[src/rtl/uart_fifo_ctrl.sv]
// ============================================================================
// Module   : uart_fifo_ctrl
// Brief    : UART with TX/RX FIFOs, baud prescaler, oversampled receiver,
//            optional parity and sticky error flags.
// Revision : 1.0 - initial release
// ============================================================================
`default_nettype none

module uart_fifo_ctrl_fifo #(
  parameter int W     = 8,
  parameter int DEPTH = 16
) (
  input  logic                    clk,
  input  logic                    rst,
  input  logic                    i_push,
  input  logic [W-1:0]            i_data,
  input  logic                    i_pop,
  output logic [W-1:0]            o_data,
  output logic                    o_empty,
  output logic                    o_full,
  output logic [$clog2(DEPTH):0]  o_level
);
  localparam int c_AW = $clog2(DEPTH);

  logic [W-1:0] r_mem [DEPTH];
  logic [c_AW:0] r_wptr, r_rptr;

  always_ff @(posedge clk) begin
    if (i_push) r_mem[r_wptr[c_AW-1:0]] <= i_data;
  end

  always_ff @(posedge clk) begin
    if (rst) begin
      r_wptr <= '0;
      r_rptr <= '0;
    end else begin
      if (i_push) r_wptr <= r_wptr + 1'b1;
      if (i_pop)  r_rptr <= r_rptr + 1'b1;
    end
  end

  // Extra pointer MSB distinguishes full from empty when the indices match.
  assign o_level = r_wptr - r_rptr;
  assign o_empty = (r_wptr == r_rptr);
  assign o_full  = (r_wptr[c_AW-1:0] == r_rptr[c_AW-1:0]) && (r_wptr[c_AW] != r_rptr[c_AW]);
  assign o_data  = r_mem[r_rptr[c_AW-1:0]];
endmodule

module uart_fifo_ctrl #(
  parameter int DATA_BITS  = 8,
  parameter int FIFO_DEPTH = 16,
  parameter int OVERSAMPLE = 16,
  parameter int DIV_WIDTH  = 16
) (
  input  logic                          clk,
  input  logic                          rst,
  input  logic [DIV_WIDTH-1:0]          i_baud_div,
  input  logic                          i_parity_en,
  input  logic                          i_parity_odd,
  input  logic [DATA_BITS-1:0]          i_tx_data,
  input  logic                          i_tx_valid,
  output logic                          o_tx_ready,
  output logic [DATA_BITS-1:0]          o_rx_data,
  output logic                          o_rx_valid,
  input  logic                          i_rx_ready,
  output logic [$clog2(FIFO_DEPTH):0]   o_tx_level,
  output logic [$clog2(FIFO_DEPTH):0]   o_rx_level,
  input  logic                          i_err_clr,
  output logic                          o_frame_err,
  output logic                          o_parity_err,
  output logic                          o_overrun_err,
  output logic                          o_interrupt,
  input  logic                          i_rx,
  output logic                          o_tx
);
  localparam int c_OSW = $clog2(OVERSAMPLE);
  localparam int c_BW  = $clog2(DATA_BITS);
  localparam logic [c_OSW-1:0] c_OS_LAST  = c_OSW'(OVERSAMPLE - 1);
  localparam logic [c_OSW-1:0] c_OS_HALF  = c_OSW'(OVERSAMPLE / 2 - 1);
  localparam logic [c_BW-1:0]  c_BIT_LAST = c_BW'(DATA_BITS - 1);

  typedef enum logic [2:0] {
    S_IDLE   = 3'd0,
    S_START  = 3'd1,
    S_DATA   = 3'd2,
    S_PARITY = 3'd3,
    S_STOP   = 3'd4
  } t_state;

  // Baud prescaler; the divisor is re-latched only on reload.
  logic [DIV_WIDTH-1:0] r_div_cnt, r_div;
  logic                 w_tick;
  assign w_tick = (r_div_cnt == r_div);

  always_ff @(posedge clk) begin
    if (rst || w_tick) begin
      r_div_cnt <= '0;
      r_div     <= i_baud_div;
    end else begin
      r_div_cnt <= r_div_cnt + 1'b1;
    end
  end

  logic                 w_tx_pop, w_txf_empty, w_txf_full;
  logic [DATA_BITS-1:0] w_txf_data;

  uart_fifo_ctrl_fifo #(.W(DATA_BITS), .DEPTH(FIFO_DEPTH)) u_tx_fifo (
    .clk(clk), .rst(rst),
    .i_push(i_tx_valid && o_tx_ready), .i_data(i_tx_data), .i_pop(w_tx_pop),
    .o_data(w_txf_data), .o_empty(w_txf_empty), .o_full(w_txf_full), .o_level(o_tx_level)
  );
  assign o_tx_ready = !w_txf_full;

  t_state               r_tx_state, w_tx_state_n;
  logic [c_OSW-1:0]     r_tx_os, w_tx_os_n;
  logic [c_BW-1:0]      r_tx_bit, w_tx_bit_n;
  logic [DATA_BITS-1:0] r_tx_shift, w_tx_shift_n;
  logic                 r_tx_par, w_tx_par_n, r_tx_pen, w_tx_pen_n;
  logic                 r_tx_have, w_tx_have_n, r_tx, w_tx_n, w_tx_bit_end;

  assign w_tx_bit_end = w_tick && (r_tx_os == c_OS_LAST);

  always_ff @(posedge clk) begin
    if (rst) begin
      r_tx_state <= S_IDLE;
      r_tx_os    <= '0;
      r_tx_bit   <= '0;
      r_tx_shift <= '0;
      r_tx_par   <= 1'b0;
      r_tx_pen   <= 1'b0;
      r_tx_have  <= 1'b0;
      r_tx       <= 1'b1;
    end else begin
      r_tx_state <= w_tx_state_n;
      r_tx_os    <= w_tx_os_n;
      r_tx_bit   <= w_tx_bit_n;
      r_tx_shift <= w_tx_shift_n;
      r_tx_par   <= w_tx_par_n;
      r_tx_pen   <= w_tx_pen_n;
      r_tx_have  <= w_tx_have_n;
      r_tx       <= w_tx_n;
    end
  end

  always_comb begin
    w_tx_state_n = r_tx_state;
    w_tx_os_n    = r_tx_os;
    w_tx_bit_n   = r_tx_bit;
    w_tx_shift_n = r_tx_shift;
    w_tx_par_n   = r_tx_par;
    w_tx_pen_n   = r_tx_pen;
    w_tx_have_n  = r_tx_have;
    w_tx_pop     = 1'b0;
    if (w_tick && (r_tx_state != S_IDLE)) w_tx_os_n = w_tx_bit_end ? '0 : r_tx_os + 1'b1;
    case (r_tx_state)
      S_IDLE: begin
        w_tx_os_n = '0;
        if (r_tx_have) begin
          if (w_tick) begin
            w_tx_state_n = S_START;
            w_tx_have_n  = 1'b0;
          end
        end else if (!w_txf_empty) begin
          w_tx_pop    = 1'b1;
          w_tx_have_n = 1'b1;
        end
      end
      S_START: if (w_tx_bit_end) begin
        w_tx_state_n = S_DATA;
        w_tx_bit_n   = '0;
      end
      S_DATA: if (w_tx_bit_end) begin
        w_tx_shift_n = r_tx_shift >> 1;
        if (r_tx_bit == c_BIT_LAST) w_tx_state_n = r_tx_pen ? S_PARITY : S_STOP;
        else                        w_tx_bit_n   = r_tx_bit + 1'b1;
      end
      S_PARITY: if (w_tx_bit_end) w_tx_state_n = S_STOP;
      S_STOP: if (w_tx_bit_end) begin
        // Chain straight into the next start bit when more data is queued.
        if (!w_txf_empty) begin
          w_tx_pop     = 1'b1;
          w_tx_state_n = S_START;
        end else begin
          w_tx_state_n = S_IDLE;
        end
      end
      default: w_tx_state_n = S_IDLE;
    endcase
    if (w_tx_pop) begin
      w_tx_shift_n = w_txf_data;
      w_tx_pen_n   = i_parity_en;
      w_tx_par_n   = (^w_txf_data) ^ i_parity_odd;
    end
    case (w_tx_state_n)
      S_START:  w_tx_n = 1'b0;
      S_DATA:   w_tx_n = w_tx_shift_n[0];
      S_PARITY: w_tx_n = w_tx_par_n;
      default:  w_tx_n = 1'b1;
    endcase
  end
  assign o_tx = r_tx;

  logic r_rx_s1, r_rx_s2, r_rx_prev;
  always_ff @(posedge clk) begin
    if (rst) begin
      r_rx_s1   <= 1'b1;
      r_rx_s2   <= 1'b1;
      r_rx_prev <= 1'b1;
    end else begin
      r_rx_s1   <= i_rx;
      r_rx_s2   <= r_rx_s1;
      r_rx_prev <= r_rx_s2;
    end
  end

  logic                 w_rx_push, w_rx_pop, w_rxf_empty, w_rxf_full;
  logic                 w_set_frame, w_set_par, w_set_ovr, w_rx_sample;
  t_state               r_rx_state, w_rx_state_n;
  logic [c_OSW-1:0]     r_rx_os, w_rx_os_n;
  logic [c_BW-1:0]      r_rx_bit, w_rx_bit_n;
  logic [DATA_BITS-1:0] r_rx_shift, w_rx_shift_n;
  logic                 r_rx_perr, w_rx_perr_n;

  uart_fifo_ctrl_fifo #(.W(DATA_BITS), .DEPTH(FIFO_DEPTH)) u_rx_fifo (
    .clk(clk), .rst(rst),
    .i_push(w_rx_push), .i_data(r_rx_shift), .i_pop(w_rx_pop),
    .o_data(o_rx_data), .o_empty(w_rxf_empty), .o_full(w_rxf_full), .o_level(o_rx_level)
  );
  assign o_rx_valid = !w_rxf_empty;
  assign w_rx_pop   = o_rx_valid && i_rx_ready;

  // The start bit is checked half a bit in; every later sample is mid-bit.
  assign w_rx_sample = w_tick && (r_rx_os == ((r_rx_state == S_START) ? c_OS_HALF : c_OS_LAST));

  always_ff @(posedge clk) begin
    if (rst) begin
      r_rx_state <= S_IDLE;
      r_rx_os    <= '0;
      r_rx_bit   <= '0;
      r_rx_shift <= '0;
      r_rx_perr  <= 1'b0;
    end else begin
      r_rx_state <= w_rx_state_n;
      r_rx_os    <= w_rx_os_n;
      r_rx_bit   <= w_rx_bit_n;
      r_rx_shift <= w_rx_shift_n;
      r_rx_perr  <= w_rx_perr_n;
    end
  end

  always_comb begin
    w_rx_state_n = r_rx_state;
    w_rx_os_n    = r_rx_os;
    w_rx_bit_n   = r_rx_bit;
    w_rx_shift_n = r_rx_shift;
    w_rx_perr_n  = r_rx_perr;
    w_rx_push    = 1'b0;
    w_set_frame  = 1'b0;
    w_set_par    = 1'b0;
    w_set_ovr    = 1'b0;
    if (w_tick && (r_rx_state != S_IDLE)) w_rx_os_n = w_rx_sample ? '0 : r_rx_os + 1'b1;
    case (r_rx_state)
      S_IDLE: begin
        w_rx_os_n   = '0;
        w_rx_perr_n = 1'b0;
        if (r_rx_prev && !r_rx_s2) w_rx_state_n = S_START;
      end
      S_START: if (w_rx_sample) begin
        if (r_rx_s2) begin
          w_rx_state_n = S_IDLE;
        end else begin
          w_rx_state_n = S_DATA;
          w_rx_bit_n   = '0;
        end
      end
      S_DATA: if (w_rx_sample) begin
        w_rx_shift_n = {r_rx_s2, r_rx_shift[DATA_BITS-1:1]};
        if (r_rx_bit == c_BIT_LAST) w_rx_state_n = i_parity_en ? S_PARITY : S_STOP;
        else                        w_rx_bit_n   = r_rx_bit + 1'b1;
      end
      S_PARITY: if (w_rx_sample) begin
        w_rx_perr_n  = r_rx_s2 != ((^r_rx_shift) ^ i_parity_odd);
        w_rx_state_n = S_STOP;
      end
      S_STOP: if (w_rx_sample) begin
        w_rx_state_n = S_IDLE;
        w_set_frame  = !r_rx_s2;
        w_set_par    = r_rx_perr;
        if (r_rx_s2 && !r_rx_perr) begin
          if (w_rxf_full && !w_rx_pop) w_set_ovr = 1'b1;
          else                         w_rx_push = 1'b1;
        end
      end
      default: w_rx_state_n = S_IDLE;
    endcase
  end

  logic r_frame_err, r_parity_err, r_overrun_err, r_irq;
  always_ff @(posedge clk) begin
    if (rst) begin
      r_frame_err   <= 1'b0;
      r_parity_err  <= 1'b0;
      r_overrun_err <= 1'b0;
      r_irq         <= 1'b0;
    end else begin
      r_frame_err   <= w_set_frame | (r_frame_err   & ~i_err_clr);
      r_parity_err  <= w_set_par   | (r_parity_err  & ~i_err_clr);
      r_overrun_err <= w_set_ovr   | (r_overrun_err & ~i_err_clr);
      r_irq         <= o_rx_valid | r_frame_err | r_parity_err | r_overrun_err;
    end
  end
  assign o_frame_err   = r_frame_err;
  assign o_parity_err  = r_parity_err;
  assign o_overrun_err = r_overrun_err;
  assign o_interrupt   = r_irq;
endmodule

`default_nettype wire
[config.mk]
export PLATFORM = sky130hd
export DESIGN_NAME = uart_fifo_ctrl
export DESIGN_NICKNAME = d
export VERILOG_FILES = /design/src/rtl/uart_fifo_ctrl.sv
export SDC_FILE = /design/constraint.sdc
export NUM_CORES = 1
export LEC_CHECK = 0
export BUFFER_PORTS_ARGS = -buffer_cell sky130_fd_sc_hd__buf_4
export CORE_UTILIZATION = 35
export DETAILED_ROUTE_END_ITERATION = 7
export HOLD_SLACK_MARGIN = 0.03
export PLACE_DENSITY = 0.55
export SETUP_SLACK_MARGIN = 0.4
export SYNTH_ARGS = -nofsm -noshare
export SYNTH_HDL_FRONTEND = slang
export SYNTH_SLANG_ARGS = --single-unit
[constraint.sdc]
create_clock -name clk -period 4.8 [get_ports clk]
set_clock_uncertainty 0.15 [all_clocks]
set_input_delay 0.48 -clock clk [delete_from_list [all_inputs] [get_ports clk]]
set_output_delay 0.48 -clock clk [all_outputs]
set_load 0.01 [all_outputs]
; Word-level counts from Yosys, hierarchy flattened
; Memories as Yosys holds them, arrays and structs flattened. A register that Yosys moved wholly into a read port is not among the register bits.
; Index checks and enable logic that the tools add are counted.
; Widths: inputs -> output; s select.
[op_classes]
n_shift = 0
n_eq_ne = 34
mux = 64
n_lt_le_gt_ge = 0
bitwise = 12
div_mod_pow = 0
reduce_logical = 36
addsub = 11
multipliers = 0
[op_table]
columns = op, count
row1 = $mux 3, 22
row2 = $pmux 3 s5, 2
row3 = $mux 4, 7
row4 = $mux 1, 24
row5 = $mux 8, 3
row6 = $ne 2x2->1 const B, 11
row7 = $add 5x1->5 const B, 4
row8 = $eq 3x2->1 const B, 6
row9 = $add 16x1->16 const B, 1
row10 = $eq 16x16->1, 1
row11 = $reduce_xor 8->1, 2
row12 = $eq 3x3->1 const B, 4
row13 = $eq 4x4->1, 3
row14 = $pmux 3 s2, 2
row15 = $logic_and 1x1->1, 11
row16 = $eq 5x5->1, 2
row17 = $reduce_bool 2->1, 5
row18 = $sub 5x5->5, 2
row19 = $eq 3x1->1 const B, 3
row20 = $add 4x1->4 const B, 2
row21 = $add 3x1->3 const B, 2
row22 = $logic_not 3->1, 2
row23 = $or 1x1->1, 6
row24 = $reduce_and 2->1, 3
row25 = 15 further kinds, 27
[word_totals]
inputBits = 32
latch_bits = 0
register_bits = 100
rom_bits = 0
ramBits = 256
output_inout_bits = 25
memories = 2
[memory_table]
columns = name, words, width, read_ports, rd_clocked_by_memory_dff, write_ports, line
row1 = u_rx_fifo.r_mem, 16, 8, 1, 1, 1, 25  ; logic [W-1:0] r_mem [DEPTH];
row2 = u_tx_fifo.r_mem, 16, 8, 1, 1, 1, 25

; Longest topological paths before layout
; Gate-level depths: netlist of run 1.
[depth]
depth_word = 11
ltp_mapped = 11
mapped_depth_nobuf = 9

; By module
; A second synthesis of run 1 with hierarchy kept.
[unflattened]
cells_unflattened = 962
area_unflattened_um2 = 14986.9
[modules_own_cells]
columns = mod, instances, cells_per_inst, seq_area_each_um2, area_each_um2
row1 = uart_fifo_ctrl_fifo, 2, 290, 4124.0, 5688.0
row2 = uart_fifo_ctrl, 1, 382, 1761.7, 3611.0

; Worst setup path after synthesis of run 1
; Ideal clock, no wire load.
[synth_timing]
path_kind = flip-flop to flip-flop
start = register r_div_cnt[1]
end = memory u_rx_fifo.r_mem[3][0] (enable)
arrival_time_ps = 2685
path_slack_ps = 1581
setup_ps = 383
stages_incl_launch_ff = 8
period_less_slack_ps = 3219
path_buffers = 0
path_cell_list = dfxtp_1 xnor2_1 nand4_1 nor4_4 nand4_1 nor4_4 nand2_1 nor3_1
[synth_between]
elab_chain_len = 6
[synth_lines]
columns = item, line
row1 = "start, declared", 91  ; logic [DIV_WIDTH-1:0] r_div_cnt, r_div;
row2 = "start signal, assigned", 100  ; r_div_cnt <= r_div_cnt + 1'b1;
row3 = $eq 16x16->1, 93  ; assign w_tick = (r_div_cnt == r_div);
row4 = $logic_and 1x1->1, 233  ; assign w_rx_sample = w_tick && (r_rx_os == ((r_rx_state == S_START) ? c_OS_HALF : c_OS_LAST));
row5 = $mux 1, 285  ; S_STOP: if (w_rx_sample) begin
row6 = $mux 1, 262  ; case (r_rx_state)
row7 = $mux 1, 29  ; if (i_push) r_mem[r_wptr[c_AW-1:0]] <= i_data;
row8 = $mux 1 (not written as such), 29
row9 = "end, declared", 25
; No other way between the ends.

; Worst setup path in the final report of run 1
[layout_timing]
start = register r_div_cnt[1]
end = memory u_rx_fifo.r_mem[11][4] (enable)
; Same word-level chain as after synthesis.

==> impl_results.rst, run 1 <==
.. list-table::
   :header-rows: 1

   * - Metric
     - Value
   * - Run status
     - finished clean
   * - Synth area leader
     - sky130_fd_sc_hd__edfxtp_1
   * - Inserted Clock Buffers
     - 41
   * - Max-cap viol count
     - 0
   * - Sum of negative setup slack
     - 0 ps
   * - Number of buffers added on ports
     - 56
   * - Pin slew with the least headroom to its limit
     - 968 ps
   * - Critical path arrival
     - 3700 ps
   * - Proportion of layout cells with a drive suffix above 1
     - 0.191
   * - Worst slew slack as a fraction of its limit
     - 0.351
   * - Iteration count of the initial detailed-routing pass
     - 4
   * - Number of cells on the worst reg-to-reg path
     - 8
   * - Initial core utilization
     - 0.356
   * - Setup slack on the worst flop-to-flop path
     - 1130 ps
   * - Number of instances on the worst hold path
     - 1
   * - Instance area after placement
     - 16000 µm²
   * - Netlist area before placement
     - 15000 µm²
   * - Die width
     - 209 µm
   * - Top cell type's share of synthesized area
     - 0.544
   * - Tcrit/Tclk final
     - 0.764
   * - Core area
     - 42100 µm²
   * - Source-to-sink clock delay at the later pin of the worst-skew pair
     - 550 ps
   * - Data required time of the critical path
     - 4830 ps
   * - Per-cell via count in the routed design
     - 4.90
   * - Vias after detailed routing
     - 7912
   * - Number of antenna repair diodes
     - 0
   * - Met2 WL
     - 14.8 mm
   * - Dominant cells by area after synthesis
     - sky130_fd_sc_hd__edfxtp_1 (54%), sky130_fd_sc_hd__dfxtp_1 (12%), sky130_fd_sc_hd__mux4_2 (8.7%)
   * - Post-cts gate resize count
     - 0
   * - Global-route wire length before repair
     - 47.0 mm
   * - Max-slew violation count
     - 0
   * - Crit Path Max Fanout
     - 17
   * - Wire length on met3
     - 973 µm
   * - Ratio of total power to cell area
     - 425 nW/µm²
   * - Hold Path End
     - u_tx_fifo.r_mem[10][5]
   * - Top Ports
     - 57
   * - Syn. warnings
     - 0
   * - GR Overflow Total
     - 0
   * - Number of antenna violations at the first check in global routing
     - 0
   * - Top sig layer
     - met4
   * - Capture point of the worst reg-to-reg path
     - u_rx_fifo.r_mem[11][4]
   * - Sequential Area
     - 10000 µm²
   * - Count of buffers added by post-CTS timing repair for setup
     - 0
   * - HP Class
     - primary input to register
   * - Syn avg cell area
     - 15.7 µm²
   * - HPWL after detailed placement
     - 19.6 mm
   * - Routed len/inst
     - 18.7 µm
   * - Total setup violations reported at the end of the flow
     - 0
   * - Count of different cell masters after synthesis
     - 55
   * - Max VDD drop
     - 0.357 mV
   * - Fmax
     - 273 MHz
   * - Number of synthesized flops with an enable pin
     - 272
   * - Final critical path time including I/O delays and setup
     - 3670 ps
   * - Vias in the first global route
     - 8082
   * - Filler Cell Count
     - 3823
   * - Leading register cell type out of synthesis
     - sky130_fd_sc_hd__edfxtp_1
   * - Reg-to-reg critical path startpoint
     - r_div_cnt[1]
   * - Final Hold Viols
     - 0
   * - TritonCTS clock tree
     - built
   * - Post-route design area
     - 17500 µm²
   * - Clock tree buffer depth
     - 3
   * - Total routing usage reported by global routing
     - 0.142
   * - Level count of the clock H-tree
     - 2
   * - Setup repair after global routing missed its margin
     - no
   * - Ys async rst share
     - 0
   * - Critical path class
     - register to register
   * - DRT met1 WL
     - 13.9 mm
   * - Drt initial violations
     - 450
   * - Element type at the critical path end
     - register
   * - CTS sink cnt
     - 364
   * - Core Rows
     - 75
   * - Clk pin slew, worst setup/hold paths
     - 60 ps
   * - Register bit count reported by yosys
     - 364
   * - Seq/Total Area, Yosys
     - 0.667
   * - Number of nets at the end of the flow
     - 1105
   * - Sort of element at the start of the critical path
     - register
   * - Leak
     - 5.87 nW
   * - Area of the die
     - 43700 µm²
   * - Gate count after technology mapping
     - 959
   * - Origin of the worst min-delay path
     - i_tx_data[5]
   * - Area taken by multi-input logic gates
     - 4650 µm²
   * - Area overhead of the layout relative to synthesis
     - 16.6%
   * - Root buffer cell
     - sky130_fd_sc_hd__clkbuf_16
   * - Number of antenna-violating nets in the routed design
     - 0
   * - Remaining DRCs
     - 0
   * - Vertical die dimension
     - 209 µm
   * - Syn nets
     - 1018
   * - Final weighted congestion in routability-driven placement
     - 0.740
   * - Maximum number of pins on one net before global-route repair
     - 66
   * - Total detailed-routing wirelength
     - 30.2 mm
-- synthesized netlist by cell type, drive strengths merged, types with 2 or more instances --
library cell,number
xnor2,45
and4,2
a21oi,40
and2,2
nor3,17
ha,25
buf,19
nand2b,10
nand4,16
nor4,4
a211oi,6
or3,9
a21o,6
mux2i,9
o2111ai,2
inv,32
clkbuf,25
nor2,100
a22oi,6
mux4,76
xor2,21
nor2b,5
dfxtp,92
fa,2
and3,9
o21ai,9
nand2,46
a31oi,3
nand3,25
xnor3,3
edfxtp,272
mux2,2
or2,7
-- routing by layer --
layer,track usage,vias up
met5,0,-
met4,0.0467,0
met3,0.0252,42
met2,0.233,125
met1,0.190,3935
li1,-,3810
-- worst max-delay path, cell delays in order (launching register included) --
cell and delay (ps):
sky130_fd_sc_hd__dfxtp_1 420, sky130_fd_sc_hd__xnor2_1 140, sky130_fd_sc_hd__nand4_1 190, sky130_fd_sc_hd__nor4_4 320, sky130_fd_sc_hd__buf_4 270, sky130_fd_sc_hd__nand4_1 310
sky130_fd_sc_hd__nor4_4 570, sky130_fd_sc_hd__nand2_1 270, sky130_fd_sc_hd__nor2_1 640
-- where the power goes --
group          leakage (nW)  internal [W]  total (W)  switching, W
Sequential             3.24       0.00344    0.00352     0.0000777
Clock                 0.655       0.00188    0.00311       0.00123
Combinational          1.97      0.000444   0.000818      0.000374
Total                  5.87       0.00577    0.00745       0.00168
-- layout by cell type, fill, tap and decap left out, drive strengths merged, types with 25 or more instances in the layout --
cell type | netlist | routed
ha | 25 | 25
dfxtp | 92 | 92
nand3 | 25 | 25
mux4 | 76 | 76
a21oi | 40 | 40
edfxtp | 272 | 272
inv | 32 | 33
clkbuf | 25 | 54
xnor2 | 45 | 45
buf | 19 | 69
nor2 | 100 | 100
nand2 | 46 | 46
-- metrics by stage --
step           total power [W]  hold slack, ps  std cells  setup WS (ps)   util
5_1_grt                0.00773            59.1       1615            849  0.416
4_1_cts                0.00755            41.7       1615           1010  0.416
3_5_place_dp           0.00441             260       1523           1110  0.379
6_report               0.00745            74.1       1615           1130  0.416
2_1_floorplan          0.00420             239        959           1580      -
3_3_place_gp           0.00441             259       1523           1160  0.379
-- kinds of logic after synthesis --
group           Yosys count  share of synthesized area
compound gates           80                     0.0330
xor+xnor                 69                     0.0436
fa+ha+maj                27                     0.0235
buf+inv                  76                     0.0253
flops                   364                      0.667
mux                      87                      0.126
simple gates            256                     0.0818
-- worst max-delay path by stage --
stage	end	slack, ps	cells after the start	from
finish	u_rx_fifo.r_mem[11][4]	1130	8	r_div_cnt[1]
global route	u_rx_fifo.r_mem[11][4]	850	8	r_div_cnt[0]
CTS	o_rx_data[6]	1010	4	register
detailed placement	u_rx_fifo.r_mem[11][4]	1110	8	r_div[4]
global placement	u_rx_fifo.r_mem[10][5]	1160	8	r_div[5]
floorplan	u_rx_fifo.r_mem[3][0]	1580	7	r_div_cnt[1]
-- state kept, by name (all words and copies together), names as in the netlist, 3 cells and up, named ones only --
signal and cells:
r_rx_shift 8, u_tx_fifo.r_mem 128, u_tx_fifo.r_rptr 5, r_tx_state 3, r_rx_bit 3, r_tx_os 4
r_tx_shift 8, r_div_cnt 16, u_rx_fifo.r_wptr 5, r_rx_state 3, r_rx_os 4, r_div 16
u_tx_fifo.r_wptr 5, u_rx_fifo.r_mem 128, u_rx_fifo.r_rptr 5, r_tx_bit 3
-- cell type report --
class / instances / share of cell area
multi-input combinational: 519 / 0.265
timing repair buffer: 88 / 0.0404
clock buffer: 54 / 0.0649
tap: 539 / 0.0385
clock inverter: 19 / 0.0124
sequential: 364 / 0.572
inverter: 32 / 0.00686
-- repair_timing --
| action | CTS | global route |
|---|---|---|
| endpoints found under the hold margin | 20 | 0 |
| endpoints found under the setup margin | 0 | 0 |
| hold buffers | 19 | 0 |
Power figures use the tool's default switching activity.
==> run 2, diff against run 1 <==
--- a/config.mk
+++ b/config.mk
@@ -5,11 +5,12 @@
 export SDC_FILE = /design/constraint.sdc
 export NUM_CORES = 1
 export LEC_CHECK = 0
+export ABC_AREA = 1
 export BUFFER_PORTS_ARGS = -buffer_cell sky130_fd_sc_hd__buf_4
 export CORE_UTILIZATION = 35
 export DETAILED_ROUTE_END_ITERATION = 7
 export HOLD_SLACK_MARGIN = 0.03
-export PLACE_DENSITY = 0.55
+export PLACE_DENSITY = 0.57
 export SETUP_SLACK_MARGIN = 0.4
 export SYNTH_ARGS = -nofsm -noshare
 export SYNTH_HDL_FRONTEND = slang
==> constraint.sdc (replaced) <==
create_clock -name clk -period 3.28 [get_ports clk]
set_clock_uncertainty 0.15 [all_clocks]
set_input_delay 0.328 -clock clk [delete_from_list [all_inputs] [get_ports clk]]
set_output_delay 0.328 -clock clk [all_outputs]
set_load 0.01 [all_outputs]
==> impl_results.rst, run 2 <==
.. list-table::
   :header-rows: 1

   * - Metric
     - Value
   * - Run status
     - finished clean
   * - Die width
     - 214 µm
   * - Master of the slowest instance on the critical path
     - sky130_fd_sc_hd__dfxtp_2
   * - Most frequent standard cell in the layout excluding fill and tap cells
     - sky130_fd_sc_hd__edfxtp_1
   * - Top sig layer
     - met4
   * - Vias after detailed routing
     - 10600
   * - Sum of negative setup slack
     - 0 ps
   * - Switching power
     - 0.00339 W
   * - Max-cap viol count
     - 0
   * - CTS sink cnt
     - 364
   * - Stages on the worst setup path
     - 6
   * - Core area
     - 44200 µm²
   * - Number of antenna repair diodes
     - 0
   * - GR Overflow Total
     - 0
   * - Clock tree buffer depth
     - 3
   * - Seq/Total Area, Yosys
     - 0.637
   * - Max-slew violation count
     - 0
   * - DRT met1 WL
     - 15.7 mm
   * - Source-to-sink clock delay at the later pin of the worst-skew pair
     - 570 ps
   * - Dominant cells by area after synthesis
     - sky130_fd_sc_hd__edfxtp_1 (52%), sky130_fd_sc_hd__dfxtp_1 (12%), sky130_fd_sc_hd__nand2_1 (6.1%)
   * - Netlist area before placement
     - 15700 µm²
   * - Utilization after layout
     - 0.422
   * - Tcrit/Tclk final
     - 0.836
   * - Critical path arrival
     - 2260 ps
   * - Synth area leader
     - sky130_fd_sc_hd__edfxtp_1
   * - Top cell type's share of synthesized area
     - 0.520
   * - Area overhead of the layout relative to synthesis
     - 18.8%
   * - Proportion of layout cells with a drive suffix above 1
     - 0.122
   * - Root buffer cell
     - sky130_fd_sc_hd__clkbuf_16
   * - Portion of total power attributed to the clock network
     - 0.377
   * - Pin slew with the least headroom to its limit
     - 622 ps
   * - Met2 WL
     - 16.6 mm
   * - Instance area after placement
     - 17000 µm²
   * - HPWL after detailed placement
     - 22.0 mm
   * - Gate count after technology mapping
     - 1492
   * - Maximum number of pins on one net before global-route repair
     - 72
   * - Global-route wire length before repair
     - 54.6 mm
   * - Most numerous cell types in the synthesized netlist
     - sky130_fd_sc_hd__edfxtp_1 (272), sky130_fd_sc_hd__nand2_1 (255), sky130_fd_sc_hd__inv_1 (170)
   * - Syn nets
     - 1551
   * - Ratio of total power to cell area
     - 639 nW/µm²
   * - Top Ports
     - 57
   * - Number of nets at the end of the flow
     - 1672
   * - Area of the die
     - 45800 µm²
   * - Sort of element at the start of the critical path
     - register
   * - Syn. warnings
     - 0
   * - Cell with the most instances after synthesis
     - sky130_fd_sc_hd__edfxtp_1
   * - Iteration count of the initial detailed-routing pass
     - 5
   * - Element type at the critical path end
     - primary output
   * - Switch share
     - 0.284
   * - Fmax
     - 365 MHz
   * - Ys async rst share
     - 0
   * - Total routing usage reported by global routing
     - 0.155
   * - Total detailed-routing wirelength
     - 34.3 mm
   * - Commonest cells after routing, fill and taps aside
     - sky130_fd_sc_hd__edfxtp_1 (272), sky130_fd_sc_hd__nand2_1 (255), sky130_fd_sc_hd__inv_1 (170), sky130_fd_sc_hd__nor2_1 (137), sky130_fd_sc_hd__buf_4 (99)
   * - Number of antenna-violating nets in the routed design
     - 0
   * - Leading register cell type out of synthesis
     - sky130_fd_sc_hd__edfxtp_1
   * - Crit Path Max Fanout
     - 32
   * - Number of synthesized flops with an enable pin
     - 272
   * - Leak
     - 7.30 nW
   * - Max VDD drop
     - 0.403 mV
   * - Critical path class
     - register to primary output
   * - Wire length on met3
     - 1.22 mm
   * - HP Class
     - primary input to register
   * - Core Rows
     - 77
   * - Level count of the clock H-tree
     - 2
   * - Gate power share
     - 0.189
   * - Vertical die dimension
     - 214 µm
   * - TritonCTS clock tree
     - built
   * - CP top delay family
     - compound AO/OA/AOI/OAI gates
   * - Per-cell via count in the routed design
     - 4.73
   * - Post-route design area
     - 18700 µm²
   * - Sequential share of power
     - 0.434
   * - Slowest Stage Delay on Critical Path
     - 530 ps
   * - Final Hold Viols
     - 0
   * - Drt initial violations
     - 741
   * - Routed len/inst
     - 15.4 µm
   * - Data required time of the critical path
     - 2800 ps
   * - Vias in the first global route
     - 10300
   * - Initial core utilization
     - 0.355
   * - Number of instances on the worst hold path
     - 8
   * - Worst Path Buf+Inv
     - 3
   * - Count of different cell masters after synthesis
     - 46
   * - Number of cells on the worst reg-to-reg path
     - 12
   * - Number of buffers added on ports
     - 56
   * - Worst slew slack as a fraction of its limit
     - 0.585
   * - Number of antenna violations at the first check in global routing
     - 0
   * - Most numerous cell on the critical path
     - sky130_fd_sc_hd__buf_4
   * - Worst path cell trace
     - inv_1, buf_4, o21ai_0, o211ai_1, nand2_1, buf_4
   * - Remaining DRCs
     - 0
   * - Register bit count reported by yosys
     - 364
   * - Final critical path time including I/O delays and setup
     - 2740 ps
   * - Clk pin slew, worst setup/hold paths
     - 60 ps
   * - Total setup violations reported at the end of the flow
     - 0
   * - Inserted Clock Buffers
     - 40
   * - Syn avg cell area
     - 10.5 µm²
   * - Final weighted congestion in routability-driven placement
     - 0.772
   * - Internal power component
     - 0.00854 W
   * - Setup repair after global routing missed its margin
     - no
[run 2: cell count changes after synthesis, moves of 23 or more]
cell,before,now
sky130_fd_sc_hd__nand3_1,25,96
sky130_fd_sc_hd__xnor2_1,44,9
sky130_fd_sc_hd__a21oi_1,40,89
sky130_fd_sc_hd__o21ai_0,9,91
sky130_fd_sc_hd__inv_1,32,170
sky130_fd_sc_hd__nor2_1,100,142
sky130_fd_sc_hd__nand2_1,46,255
sky130_fd_sc_hd__mux2i_1,9,32
sky130_fd_sc_hd__o211ai_1,0,45
sky130_fd_sc_hd__mux4_2,58,0
[run 2: final cells by class]
type | count | area [µm²]
clock inverters | 23 | 254
fillers | 4201 | 25600
repair buffers | 135 | 1140
inverters | 179 | 673
clock buffers | 49 | 1080
well taps | 592 | 741
multi-input cells | 893 | 4760
flip-flops and latches | 364 | 10000
[run 2: logic make-up (layout without fill, tap and decap cells)]
| kind of cell | after synthesis | after routing | share of synthesized area |
|---|---|---|---|
| adders and majority gates | 27 | 27 | 0.0225 |
| muxes | 32 | 32 | 0.0204 |
| and+or+nand+nor | 548 | 548 | 0.149 |
| DFF | 364 | 364 | 0.637 |
| buffers and inverters | 235 | 386 | 0.0612 |
| xor gates and xnor gates | 35 | 35 | 0.0195 |
| AOI/OAI and AO/OA | 251 | 251 | 0.0901 |
[run 2: power groups by stage]
| stage | Clock [W] | Combinational [W] | Sequential (W) |
|---|---|---|---|
| after global routing | 0.00480 | 0.00257 | 0.00519 |
| after CTS | 0.00461 | 0.00228 | 0.00518 |
| after global placement | 0 | 0.00220 | 0.00528 |
| final | 0.00450 | 0.00226 | 0.00518 |
| after floorplan | 0 | 0.00167 | 0.00523 |
| after detailed placement | 0 | 0.00223 | 0.00529 |
[run 2: tightest hold or removal path, delay by kind of cell]
kind	cells	cell delay (ps)
simple gates	6	390
compound gates	1	70
buf+inv	1	130
[run 2: path summary, 6_finish.rpt]
path	start	endpoint	slack, ps
min	i_parity_odd	r_tx_par	250
min reg2reg	r_rx_s1	r_rx_s2	280
max	register	o_rx_data[6]	540
max reg2reg	u_tx_fifo.r_rptr[1]	r_tx_shift[1]	680
[run 2: metrics by stage]
stage	hold slack [ps]	worst slack, ps	std cells	power [W]
CTS	225	435	2234	0.0121
global route	272	405	2235	0.0126
finish	252	540	2235	0.0119
floorplan	239	717	1492	0.00690
detailed placement	291	456	2130	0.00751
global placement	302	569	2130	0.00748
[run 2: timing repair]
item,in CTS,in global routing
endpoints found under the hold margin,168,0
endpoints found under the setup margin,8,44
gates resized for setup,1,9
hold buffers,31,0
buffers inserted,1,1
[run 2: metal layers]
layer	vias to the layer above	GRT usage
met4	0	0.0527
li1	5333	-
met1	5022	0.201
met3	55	0.0259
met2	171	0.260
met5	-	0
